### src/rtl/wb_port_arbiter_if.sv
// -----------------------------------------------------------------------------
// wb_port_arbiter_if
// Bundles the execute-pipe result handshake and the registered writeback ports
// of wb_port_arbiter.
//   master : execute side plus register file / bypass consumer (drives ex_*,
//            observes ex_ready and wb_*)
//   slave  : the arbiter
// Signals:
//   ex_valid / ex_dst / ex_value : one result offer per pipe per cycle
//   ex_ready                     : offer from pipe i is taken this cycle
//   wb_valid / wb_dst / wb_value : registered writeback / bypass ports
// -----------------------------------------------------------------------------
interface wb_port_arbiter_if #(
  parameter int NUM_EX_PIPES = 4,
  parameter int NUM_WB_PORTS = 2,
  parameter int PREG_W       = 7,
  parameter int DATA_W       = 32
);
  logic [NUM_EX_PIPES-1:0]             ex_valid;
  logic [NUM_EX_PIPES-1:0][PREG_W-1:0] ex_dst;
  logic [NUM_EX_PIPES-1:0][DATA_W-1:0] ex_value;
  logic [NUM_EX_PIPES-1:0]             ex_ready;
  logic [NUM_WB_PORTS-1:0]             wb_valid;
  logic [NUM_WB_PORTS-1:0][PREG_W-1:0] wb_dst;
  logic [NUM_WB_PORTS-1:0][DATA_W-1:0] wb_value;

  modport master (
    output ex_valid, ex_dst, ex_value,
    input  ex_ready, wb_valid, wb_dst, wb_value
  );

  modport slave (
    input  ex_valid, ex_dst, ex_value,
    output ex_ready, wb_valid, wb_dst, wb_value
  );
endinterface

### src/rtl/wb_port_arbiter.sv
// -----------------------------------------------------------------------------
// wb_port_arbiter
// Each execute pipe owns a one-entry holding slot. Every cycle up to
// NUM_WB_PORTS held results are granted in round-robin order and registered
// onto the writeback/bypass ports. A pipe whose slot stays occupied sees
// ex_ready low, so results are only ever lost to flush or reset.
// Ports:
//   i_clk       : clock, all state on rising edge
//   i_rst       : asynchronous active-high reset
//   i_flush     : synchronous squash of held and in-flight results
//   bus         : wb_port_arbiter_if.slave (ex_* handshake, wb_* outputs)
//   o_stall_cnt : saturating count of cycles with a back-pressured offer
// -----------------------------------------------------------------------------
module wb_port_arbiter #(
  parameter int NUM_EX_PIPES = 4,
  parameter int NUM_WB_PORTS = 2,
  parameter int PREG_W       = 7,
  parameter int DATA_W       = 32
) (
  input  logic                     i_clk,
  input  logic                     i_rst,
  input  logic                     i_flush,
  wb_port_arbiter_if.slave         bus,
  output logic [15:0]              o_stall_cnt
);

  localparam int PTR_W = (NUM_EX_PIPES > 1) ? $clog2(NUM_EX_PIPES) : 1;
  typedef logic [PTR_W-1:0] ptr_t;
  typedef logic [PTR_W:0]   sum_t;

  logic [NUM_EX_PIPES-1:0]             r_held_valid;
  logic [NUM_EX_PIPES-1:0][PREG_W-1:0] r_held_dst;
  logic [NUM_EX_PIPES-1:0][DATA_W-1:0] r_held_value;
  ptr_t                                r_rr_ptr;
  logic [15:0]                         r_stall_cnt;
  logic [NUM_WB_PORTS-1:0]             r_wb_valid;
  logic [NUM_WB_PORTS-1:0][PREG_W-1:0] r_wb_dst;
  logic [NUM_WB_PORTS-1:0][DATA_W-1:0] r_wb_value;

  logic [NUM_EX_PIPES-1:0] w_grant;
  logic [NUM_WB_PORTS-1:0] w_port_vld;
  ptr_t                    w_port_sel [NUM_WB_PORTS];
  ptr_t                    w_rr_next;
  logic [NUM_EX_PIPES-1:0] w_ready;
  logic [NUM_EX_PIPES-1:0] w_accept;
  logic                    w_stall;

  // Round-robin scan starting at r_rr_ptr; the k-th held slot found goes to
  // port k until the ports run out.
  always_comb begin
    sum_t sum;
    ptr_t idx;
    int   n_gr;
    // NOTE: every combinational output gets a default before any branch, so no
    // path can leave it unassigned and infer a latch.
    w_grant    = '0;
    w_port_vld = '0;
    w_rr_next  = r_rr_ptr;
    n_gr       = 0;
    for (int p = 0; p < NUM_WB_PORTS; p++) w_port_sel[p] = '0;
    for (int k = 0; k < NUM_EX_PIPES; k++) begin
      sum = {1'b0, r_rr_ptr} + sum_t'(k);
      if (sum >= sum_t'(NUM_EX_PIPES)) sum = sum - sum_t'(NUM_EX_PIPES);
      idx = sum[PTR_W-1:0];
      if (r_held_valid[idx] && n_gr < NUM_WB_PORTS) begin
        w_grant[idx] = 1'b1;
        for (int p = 0; p < NUM_WB_PORTS; p++) begin
          if (p == n_gr) begin
            w_port_vld[p] = 1'b1;
            w_port_sel[p] = idx;
          end
        end
        w_rr_next = (idx == ptr_t'(NUM_EX_PIPES - 1)) ? '0 : idx + ptr_t'(1);
        n_gr      = n_gr + 1;
      end
    end
  end

  // A granted slot drains this cycle, so it can take a new result at the same
  // edge. Flush opens every slot because whatever arrives is discarded anyway.
  always_comb begin
    if (i_rst)        w_ready = '0;
    else if (i_flush) w_ready = '1;
    else              w_ready = ~r_held_valid | w_grant;
  end

  assign w_accept = bus.ex_valid & w_ready;
  assign w_stall  = |(bus.ex_valid & ~w_ready);

  // NOTE: sequential state uses non-blocking assignments only, so every
  // register samples pre-edge values regardless of process order.
  // NOTE: the slot payload is reset together with its valid bit; it is small
  // and keeps the writeback ports free of unknowns after reset.
  always_ff @(posedge i_clk or posedge i_rst) begin
    if (i_rst) begin
      r_held_valid <= '0;
      r_held_dst   <= '0;
      r_held_value <= '0;
    end else if (i_flush) begin
      r_held_valid <= '0;
    end else begin
      for (int i = 0; i < NUM_EX_PIPES; i++) begin
        if (w_accept[i]) begin
          r_held_valid[i] <= 1'b1;
          r_held_dst[i]   <= bus.ex_dst[i];
          r_held_value[i] <= bus.ex_value[i];
        end else if (w_grant[i]) begin
          r_held_valid[i] <= 1'b0;
        end
      end
    end
  end

  // Invalid ports keep their last dst/value so the bypass network sees stable
  // data; only wb_valid drops.
  always_ff @(posedge i_clk or posedge i_rst) begin
    if (i_rst) begin
      r_wb_valid <= '0;
      r_wb_dst   <= '0;
      r_wb_value <= '0;
    end else if (i_flush) begin
      r_wb_valid <= '0;
    end else begin
      r_wb_valid <= w_port_vld;
      for (int p = 0; p < NUM_WB_PORTS; p++) begin
        if (w_port_vld[p]) begin
          r_wb_dst[p]   <= r_held_dst[w_port_sel[p]];
          r_wb_value[p] <= r_held_value[w_port_sel[p]];
        end
      end
    end
  end

  // Pointer and stall counter are frozen during a flush cycle.
  always_ff @(posedge i_clk or posedge i_rst) begin
    if (i_rst) begin
      r_rr_ptr    <= '0;
      r_stall_cnt <= '0;
    end else if (!i_flush) begin
      r_rr_ptr <= w_rr_next;
      if (w_stall && r_stall_cnt != 16'hFFFF) r_stall_cnt <= r_stall_cnt + 16'd1;
    end
  end

  assign bus.ex_ready = w_ready;
  assign bus.wb_valid = r_wb_valid;
  assign bus.wb_dst   = r_wb_dst;
  assign bus.wb_value = r_wb_value;
  assign o_stall_cnt  = r_stall_cnt;

endmodule

### src/flat_wrapper.sv
// flat-port wrapper written by rule: the top's interface ports become plain ports
module wb_port_arbiter_flat 
#(
  parameter int NUM_EX_PIPES = 4,
  parameter int NUM_WB_PORTS = 2,
  parameter int PREG_W       = 7,
  parameter int DATA_W       = 32
)
  (i_clk, i_rst, i_flush, o_stall_cnt, bus_ex_valid, bus_ex_dst, bus_ex_value, bus_ex_ready, bus_wb_valid, bus_wb_dst, bus_wb_value);
  wb_port_arbiter_if #(.NUM_EX_PIPES(NUM_EX_PIPES), .NUM_WB_PORTS(NUM_WB_PORTS), .PREG_W(PREG_W), .DATA_W(DATA_W)) bus_i ();
  input  logic i_clk;
  input  logic i_rst;
  input  logic i_flush;
  output logic [15:0] o_stall_cnt;
  input wire logic [$bits(bus_i.ex_valid)-1:0] bus_ex_valid;
  input wire logic [$bits(bus_i.ex_dst)-1:0] bus_ex_dst;
  input wire logic [$bits(bus_i.ex_value)-1:0] bus_ex_value;
  output wire logic [$bits(bus_i.ex_ready)-1:0] bus_ex_ready;
  output wire logic [$bits(bus_i.wb_valid)-1:0] bus_wb_valid;
  output wire logic [$bits(bus_i.wb_dst)-1:0] bus_wb_dst;
  output wire logic [$bits(bus_i.wb_value)-1:0] bus_wb_value;
  assign bus_i.ex_valid = bus_ex_valid;
  assign bus_i.ex_dst = bus_ex_dst;
  assign bus_i.ex_value = bus_ex_value;
  assign bus_ex_ready = bus_i.ex_ready;
  assign bus_wb_valid = bus_i.wb_valid;
  assign bus_wb_dst = bus_i.wb_dst;
  assign bus_wb_value = bus_i.wb_value;
  wb_port_arbiter #(.NUM_EX_PIPES(NUM_EX_PIPES), .NUM_WB_PORTS(NUM_WB_PORTS), .PREG_W(PREG_W), .DATA_W(DATA_W)) u_core (.i_clk(i_clk), .i_rst(i_rst), .i_flush(i_flush), .bus(bus_i), .o_stall_cnt(o_stall_cnt));
endmodule
### config.mk
export PLATFORM = sky130hd
export DESIGN_NAME = wb_port_arbiter_flat
export DESIGN_NICKNAME = d
export VERILOG_FILES = /design/src/rtl/wb_port_arbiter_if.sv /design/src/rtl/wb_port_arbiter.sv /design/src/flat_wrapper.sv
export SDC_FILE = /design/constraint.sdc
export NUM_CORES = 1
export LEC_CHECK = 0
export CORE_MARGIN = 5
export CORE_UTILIZATION = 55
export DETAILED_ROUTE_END_ITERATION = 10
export PLACE_DENSITY = 0.85
export RECOVER_POWER = 50
export REMOVE_ABC_BUFFERS = 1
export SETUP_SLACK_MARGIN = 0.2
export SYNTH_ARGS = -nofsm -noshare
export SYNTH_HDL_FRONTEND = slang
export SYNTH_SLANG_ARGS = --single-unit
### constraint.sdc
create_clock -name i_clk -period 9.1 [get_ports i_clk]
set_clock_uncertainty 0.2 [all_clocks]
set_input_delay 0.91 -clock i_clk [delete_from_list [all_inputs] [get_ports i_clk]]
set_output_delay 0.91 -clock i_clk [all_outputs]
set_load 0.02 [all_outputs]
[Word-level counts from Yosys, hierarchy flattened]
Index checks and enable logic that the tools add are counted.
Word-level totals
  flip-flop bits (word level): 258
  input port bits: 163
  output and inout port bits: 100
  logic and storage cells: 167
Operators by class
  add/sub/neg operators: 14
  order comparisons: 17
  eq/ne operators: 8
  multiplexer cells: 75
  bitwise operators: 9
  reductions and logical operators: 25
Operators with widths (count)
  $bmux W32 S2: 2
  $mux W32: 4
  $logic_not A32 Y1: 3
  $eq A2 B32 Y1 const A: 2
  $lt A32 B3 Y1 const B: 2
  $mux W2: 23
  $mux W4: 10
  $add A32 B2 Y32 const B: 1
  $bmux W7 S2: 2
  $mux W1: 24
  $lt A2 B3 Y1 const B: 6
  $add A16 B1 Y16 const B: 1
  $ne A16 B16 Y1 const B: 1
  $or A4 B4 Y4: 4
  $reduce_and A2 Y1: 8
  $mux W7: 2
  $reduce_bool A3 Y1: 4
  $ge A3 B3 Y1 const B: 3
  $add A2 B1 Y2 const B: 4
  $and A4 B4 Y4: 2
  $bmux W1 S2: 4
  $demux W1 S2: 4
  $eq A2 B2 Y1 const B: 4
  $ge A2 B1 Y1 const B: 4
  other kinds (12): 24

[Longest topological paths before layout]
Gate-level depths: netlist (run 1).
  word-level depth: 22
  depth in mapped cells: 25
  gate-level depth less buffers: 16

[Worst setup path after synthesis (run 1)]
Ideal clock, no wire load.
  kind: reg2out
  start point: register u_core.r_rr_ptr[0]
  end point: output bus_ex_ready[3]
  data arrival time: 4876 ps
  data required time: 7990 ps
  slack: 3114 ps
  stages on the path, launching flop included: 21
  buffers on the path: 8
  cells stage by stage: dfrtp_1 > buf_6 > buf_6 > inv_1 > clkbuf_1 > buf_1 > ha_1 > clkbuf_1 > mux4_2 > buf_2 > ha_1 > or2_1 > o22a_2 > inv_2 > buf_2 > fa_1 > or2_1 > o22ai_1 > buf_2 > a22oi_1 > a31oi_1
On the way
  word-level cells in the longest chain between the ends: 17
  elaborated cells on any way between the ends: 64
  those cells by class: add/sub: 9; order compare: 15; mux: 29; bitwise: 4; reduce/logical: 7
Ends and longest elaborated chain
  from (decl): line wb_port_arbiter.sv:34  | ptr_t r_rr_ptr;
  from (signal assigned): line wb_port_arbiter.sv:140  | r_rr_ptr <= w_rr_next;
  $ge A2 B3 Y1 / $sub A2 B1 Y2 (equally long branches): line wb_port_arbiter.sv:63  | if (sum >= sum_t'(NUM_EX_PIPES)) sum = sum - sum_t'(NUM_EX_PIPES);
  $mux W2: line wb_port_arbiter.sv:63
  $bmux W1 S2: line wb_port_arbiter.sv:65  | if (r_held_valid[idx] && n_gr < NUM_WB_PORTS) begin
  $mux W1 (not written as such): line wb_port_arbiter.sv:65
  $mux W1: line wb_port_arbiter.sv:65
  $lt A1 B2 Y1: line wb_port_arbiter.sv:65
  $logic_and A1 B1 Y1: line wb_port_arbiter.sv:65
  $mux W32: line wb_port_arbiter.sv:65
  $lt A32 B3 Y1: line wb_port_arbiter.sv:65
  $logic_and A1 B1 Y1: line wb_port_arbiter.sv:65
  $mux W32: line wb_port_arbiter.sv:65
  $lt A32 B3 Y1: line wb_port_arbiter.sv:65
  $logic_and A1 B1 Y1: line wb_port_arbiter.sv:65
  $mux W4 (*): line wb_port_arbiter.sv:65
  $or A4 B4 Y4 (*): line wb_port_arbiter.sv:84  | else w_ready = ~r_held_valid | w_grant;
  $mux W4 (*): line wb_port_arbiter.sv:83  | else if (i_flush) w_ready = '1;
  $mux W4 (*): line wb_port_arbiter.sv:82  | if (i_rst) w_ready = '0;
  to (decl): line flat_wrapper.sv:18  | output wire logic [$bits(bus_i.ex_ready)-1:0] bus_ex_ready;
Mark *: on every way between the ends. The rest lies on a longest branch, timed or not. The select of a mux whose other input is x is not followed.

[Worst setup path in the final report (run 1)]
Ends and elaborated chain as after synthesis.

==> results of run 1 <==
==> stage by stage <==
| step | setup TNS [ns] | std cells | hold slack [ns] |
|---|---|---|---|
| 4_1_cts | 0 | 2234 | 0.2930 |
| 2_1_floorplan | -1765.12 | 1513 | 0.3021 |
| 5_1_grt | 0 | 2234 | 0.3093 |
| 3_5_place_dp | 0 | 2180 | 0.2783 |
| 3_3_place_gp | 0 | 2180 | 0.2735 |
| 6_report | 0 | 2235 | 0.2929 |
==> placed cells by master, fill, tap and decap left out, types with 39 or more instances in the layout <==
cell type        netlist  routed
mux2_2               152     152
o32a_1                75      75
dlygate4sd3_1          0      97
dfrtp_1              258     257
inv_1                 46      44
nand4_1               45      45
o21ai_0               45      45
nand3_1               90      88
nand2_1               67      62
nor2_1               161     159
a21oi_1               88      87
or2_2                 38      39
nor3_1                80      80
mux2i_1               87      86
o31ai_1               40      40
clkdlybuf4s50_1        0     165
o221ai_1              40      40
==> cell families after synthesis <==
group                    count (synthesis)
buffers and inverters                  217
XOR/XNOR                                15
AO/OA/AOI/OAI                          413
AND/OR/NAND/NOR                        515
adder cells (fa/ha/maj)                 14
flip-flops                             258
multiplexers                           250
==> sequential cells by signal, summed over array words and instances, names as in the netlist <==
| register | count |
|---|---|
| u_core.bus.wb_dst | 14 |
| u_core.bus.wb_valid | 2 |
| u_core.bus.wb_value | 64 |
| u_core.o_stall_cnt | 16 |
| u_core.r_held_dst | 28 |
| u_core.r_held_valid | 4 |
| u_core.r_held_value | 128 |
| u_core.r_rr_ptr | 2 |
==> worst max path at each step <==
stage,endpoint,cells after the start
after detailed placement,u_core.bus.wb_value[48]$_DFFE_PP0P_,15
after CTS,bus_ex_ready[3],13
after global routing,bus_ex_ready[3],13
after floorplan,u_core.bus.wb_value[8]$_DFFE_PP0P_,15
final,bus_ex_ready[3],13
after global placement,u_core.bus.wb_dst[8]$_DFFE_PP0P_,16
==> critical path, delay by kind of cell (launching register included) <==
kind	cells	cell delay, ns
buffers and inverters	3	1.22
AOI/OAI and AO/OA	4	1.67
adders and majority gates	3	1.70
and+or+nand+nor	2	0.41
DFF	1	0.93
muxes	1	0.52
==> Yosys cell counts, drive strengths merged, types with 3 or more instances <==
| library cell | count |
|---|---|
| buf | 80 |
| o32a | 75 |
| clkbuf | 89 |
| o31ai | 40 |
| mux2 | 161 |
| o22a | 3 |
| and3 | 8 |
| a221o | 38 |
| ha | 13 |
| and2 | 3 |
| a22oi | 6 |
| or2 | 41 |
| mux2i | 87 |
| a31oi | 6 |
| xnor2 | 15 |
| a2111oi | 4 |
| nand4 | 46 |
| o211ai | 4 |
| a211oi | 4 |
| nor2 | 163 |
| inv | 48 |
| o221ai | 40 |
| nand2 | 67 |
| a32oi | 38 |
| a221oi | 3 |
| a21oi | 88 |
| o21ai | 46 |
| nand3 | 90 |
| nor3 | 80 |
| nand2b | 4 |
| dfrtp | 258 |
==> report_power, final <==
group | internal, mW | switching, mW
Combinational | 1.77 | 2.88
Sequential | 1.53 | 0.501
Clock | 0.734 | 0.509
==> metal layers <==
| layer | part of all wire (%) | routed length (µm) |
|---|---|---|
| met3 | 12 | 6801 |
| met1 | 36 | 20400 |
| met2 | 45 | 25400 |
| met5 | 0.038 | 21 |
| met4 | 5.9 | 3324 |
==> area by class of cell <==
type / count / area share, %
Antenna cell: 1 / 0.01266
Tap cell: 384 / 2.430
Sequential cell: 258 / 32.68
Clock inverter: 16 / 1.032
Clock buffer: 38 / 4.044
Timing Repair Buffer: 283 / 14.04
Inverter: 48 / 0.9303
Multi-Input combinational cell: 1207 / 44.84
==> impl_metrics.ini, run 1 <==
[die]
start_util_pct = 55.93
rows = 62
pin_count = 263
die_h_um = 181.3
die_x_um = 181.3
fp.dieArea_um2 = 32870
core_um2 = 28860

[setup_path]
r2r_cells = 16
crit_top_cell = ha_1
crit_path_max_incr_delay_ns = 0.93
reg2reg_from = u_core.r_rr_ptr[0]$_DFFE_PP0P_
cpMaxStageDelayCell = dfrtp_4
setup.worst_path.start = u_core.r_rr_ptr[0]$_DFFE_PP0P_
crit_chain = inv_4 -> ha_1 -> mux4_2 -> ha_1 -> nand2b_1 -> o22a_2 -> inv_2 -> fa_1 -> or2_1 -> o22ai_1 -> a22oi_1 -> a31oi_1 -> clkdlybuf4s50_1
critPathMaxFanout = 66
cp.arrival_ns = 7.05
path_class = flip-flop to primary output
rr_endpoint = u_core.bus.wb_value[10]$_DFFE_PP0P_
cp-start-kind = flip-flop
worstPathRequired_ns = 7.99
endpoint_kind = primary output
r2r_slack_ns = 1.19

[logic_synthesis]
synth.cell_area_um2 = 16140
synth_top_family_by_area = compound AO/OA/AOI/OAI gates
synth_area_leaders = dfrtp_1 (40%), mux2_2 (11%), mux2i_1 (5.4%)
netlist_instances = 1682
synth_mux_area_share_pct = 16.95
synth_edf_count = 0
yosysSeqAreaShare_pct = 40.00
avgSynthCellArea_um2 = 9.596
synth_compound_area_share_pct = 19.95
synth_top_area_share_pct = 40.00
synthSimpleGateAreaFrac_pct = 15.30
synthXorXnorAreaFrac_pct = 0.8140
ys_warn_count = 0
synth_cell_types = 71
synthAdderAreaFrac_pct = 1.132
async_reset_ff_share_pct = 100.0
ys_dominant_reg_cell = dfrtp_1
yosys_register_bits = 258
yosys.area.top_type = dfrtp_1

[run_status]
outcome = finished, violations left
failed_checks = capacitance limit, slew limit

[place]
pre_cts_slack_ns = 1.388
gp_congestion = 0.8648
placement.io_buffers = 262
place_area_um2 = 18780
place_hpwl_um = 33200

[timing]
fmax_ghz = 0.1225
fin_crit_ns = 8.164
finalSetupViolations = 0
layout_setup_ws_ns = 0.9357
min_period_over_period_pct = 89.72
slew_headroom_pct = -266.3
tightest_slew_ns = 5.465
finalHoldViolCount = 0
rsz0062_at_grt = no
slew_violations = 263

[routing]
drt_pass1_iterations = 9
drc_errors = 0
wl_per_cell_um = 25.03
drtAntennaViolNets = 0
drtIter0Drc = 2369
avgViaCountPerCell = 7.107
drt_wl_total_um = 55950
via_count = 15884

[grt]
antenna_found_initial = 3
grt_max_degree = 123
use_met2_pct = 49.08
grt_pass1_vias = 15863
gr-max-usage-layer = met2
grt_overflow_total = 0
grt_pass1_wl_um = 86120
grtUsageMet3_pct = 7.601
grtUsageMet1_pct = 41.22
grt_usage_pct = 31.92

[layout]
syn_to_final_growth_pct = 22.49
nets = 2004
finalInstanceArea_um2 = 19770
ff_latch_area_um2 = 6460
multi_input_area_um2 = 8865
n_fill_cell = 2131
utilization_pct = 68.51
drive_gt1_share_pct = 16.22

[clock_tree]
cts_inserted_buffers = 29
htree_levels = 1
hold_buffers = 0
cts-root-buf = clkbuf_16
postCtsSetupRepairBufs = 0
insertion_delay_ns = 0.59
cts.path.max_buffers = 3
cts_tree = yes
clock_sinks = 258
cts_resized = 0
clk_pin_slew_ns = 0.06

[power_and_ir_drop]
power.density_nw_per_um2 = 400.9
total_power_mw = 7.926
ir_drop_mv = 0.3138
power_leakage_nw = 8.285

[min_path]
whs_path_depth = 2
min_from = u_core.bus.wb_value[6]$_DFFE_PP0P_
hp-class = flip-flop to flip-flop
holdPathEnd = u_core.bus.wb_value[6]$_DFFE_PP0P_

[job]
drv_cap = 3
No activity file was read; power rests on OpenSTA's default activity.
==> run 2: changes to the inputs <==
- CORE_ASPECT_RATIO: unset -> 0.5
==> impl_metrics.ini, run 2 (synthesized netlist as in run 1, its figures left out) <==
[setup_path]
cpMaxStageDelayCell = a21o_2
path_class = flip-flop to flip-flop
crit_path_max_incr_delay_ns = 0.86
cp-start-kind = flip-flop
endpoint_kind = flip-flop
cp.arrival_ns = 7.23
critPathMaxFanout = 41
worstPathRequired_ns = 9.32
crit_chain = inv_1 -> ha_1 -> mux4_2 -> ha_1 -> or2_1 -> o22a_2 -> inv_2 -> fa_1 -> nor2b_1 -> o211ai_1 -> a21o_2 -> inv_1 -> nand2_2 -> nor2_1 -> a221o_1

[min_path]
hp-class = flip-flop to flip-flop

[grt]
grt_max_degree = 169
grt_pass1_wl_um = 85570
antenna_found_initial = 4
grt_overflow_total = 0
grt_pass1_vias = 15411
grt_usage_pct = 31.48

[routing]
drtAntennaViolNets = 0
via_count = 15509
drt_wl_total_um = 54770
wl_per_cell_um = 24.45
drc_errors = 0
drt_pass1_iterations = 8
drtIter0Drc = 2474
avgViaCountPerCell = 6.924

[timing]
holdWs_ns = 0.2777
finalHoldViolCount = 0
fmax_ghz = 0.1427
tightest_slew_ns = 4.247
slew_violations = 91
rsz0062_at_grt = no
finalSetupViolations = 0
layout_setup_ws_ns = 2.091
slew_headroom_pct = -184.7
fin_crit_ns = 7.009
min_period_over_period_pct = 77.02

[clock_tree]
cts.path.max_buffers = 3
clock_sinks = 258
htree_levels = 1
hold_buffers = 0
cts-root-buf = clkbuf_16
cts_tree = yes
insertion_delay_ns = 0.55
clk_pin_slew_ns = 0.07
cts_resized = 0
cts_inserted_buffers = 24
postCtsSetupRepairBufs = 0

[die]
rows = 44
fp.dieArea_um2 = 33080
die_x_um = 252.3
start_util_pct = 55.74
pin_count = 263
core_um2 = 28960
die_h_um = 131.1

[place]
placement.io_buffers = 262
gp_congestion = 0.8902
pre_cts_slack_ns = 2.278
place_hpwl_um = 33280

[job]
drv_cap = 1

[power_and_ir_drop]
power_leakage_nw = 8.253
total_power_mw = 7.791
power.density_nw_per_um2 = 395.6
ir_drop_mv = 0.3439

[layout]
drive_gt1_share_pct = 15.88
largest_reg_flops = 128
n_fill_cell = 2196
syn_to_final_growth_pct = 22.04
nets = 2006
top_register = u_core.r_held_value
layout_common_cells = dfrtp_1 (257), clkdlybuf4s50_1 (165), nor2_1 (159), mux2_2 (152), dlygate4sd3_1 (97)
final_common_cell = dfrtp_1

[run_status]
failed_checks = capacitance limit, slew limit
outcome = finished, violations left
run 2: final cells by class:
type	count	area [µm²]	share of cell area, %
inverters	48	183.9	0.9337
repair buffers	290	2858	14.51
clock inverters	9	148.9	0.7559
diodes	4	10.01	0.05082
well taps	391	489.2	2.484
multi-input cells	1207	8862	44.99
clock buffers	33	685.7	3.481
flip-flops and latches	258	6460	32.80
run 2: metrics by stage:
stage	cell area, µm²	TNS (ns)	utilization [%]	std cells
finish	19700	0	68.02	2240
CTS	19690	0	68.01	2236
global placement	18860	0	65.13	2194
detailed placement	18860	0	65.13	2194
global route	19700	0	68.02	2240
floorplan	15380	-1765.12	-	1513
run 2: layer usage:
layer / routed length (µm) / up-vias / global-route usage [%]
met5: 0 / - / 0
met1: 20410 / 7508 / 42.14
met4: 2861 / 0 / 15.51
met2: 25500 / 1146 / 49.16
met3: 5998 / 213 / 6.517
li1: - / 6642 / -
run 2: critical path: cells and delay by family (launching register included):
kind | cells | cell delay, ns
mux | 1 | 0.56
fa+ha+maj | 3 | 1.62
flops | 1 | 0.64
simple gates | 4 | 1.36
compound gates | 4 | 1.74
buf+inv | 3 | 0.71
run 2: path summary, 6_finish.rpt:
path	endpoint	cells after the start	start	slack, ns
max	u_core.bus.wb_dst[9]$_DFFE_PP0P_	15	u_core.r_rr_ptr[1]$_DFFE_PP0P_	2.09
min	u_core.bus.wb_value[30]$_DFFE_PP0P_	2	u_core.bus.wb_value[30]$_DFFE_PP0P_	0.28
max reg2reg	u_core.bus.wb_dst[9]$_DFFE_PP0P_	15	u_core.r_rr_ptr[1]$_DFFE_PP0P_	2.09
min reg2reg	u_core.bus.wb_value[30]$_DFFE_PP0P_	2	u_core.bus.wb_value[30]$_DFFE_PP0P_	0.28
max in group asynchronous	u_core.r_rr_ptr[0]$_DFFE_PP0P_	2	i_rst	4.43
min in group asynchronous	u_core.r_held_valid[0]$_DFFE_PP0P_	2	i_rst	2.01
run 2: where the power goes:
group / leakage (nW) / switching, mW / internal (mW)
registers: 3.14 / 0.432 / 1.53
clock network: 0.412 / 0.461 / 0.640
logic: 4.70 / 2.93 / 1.80
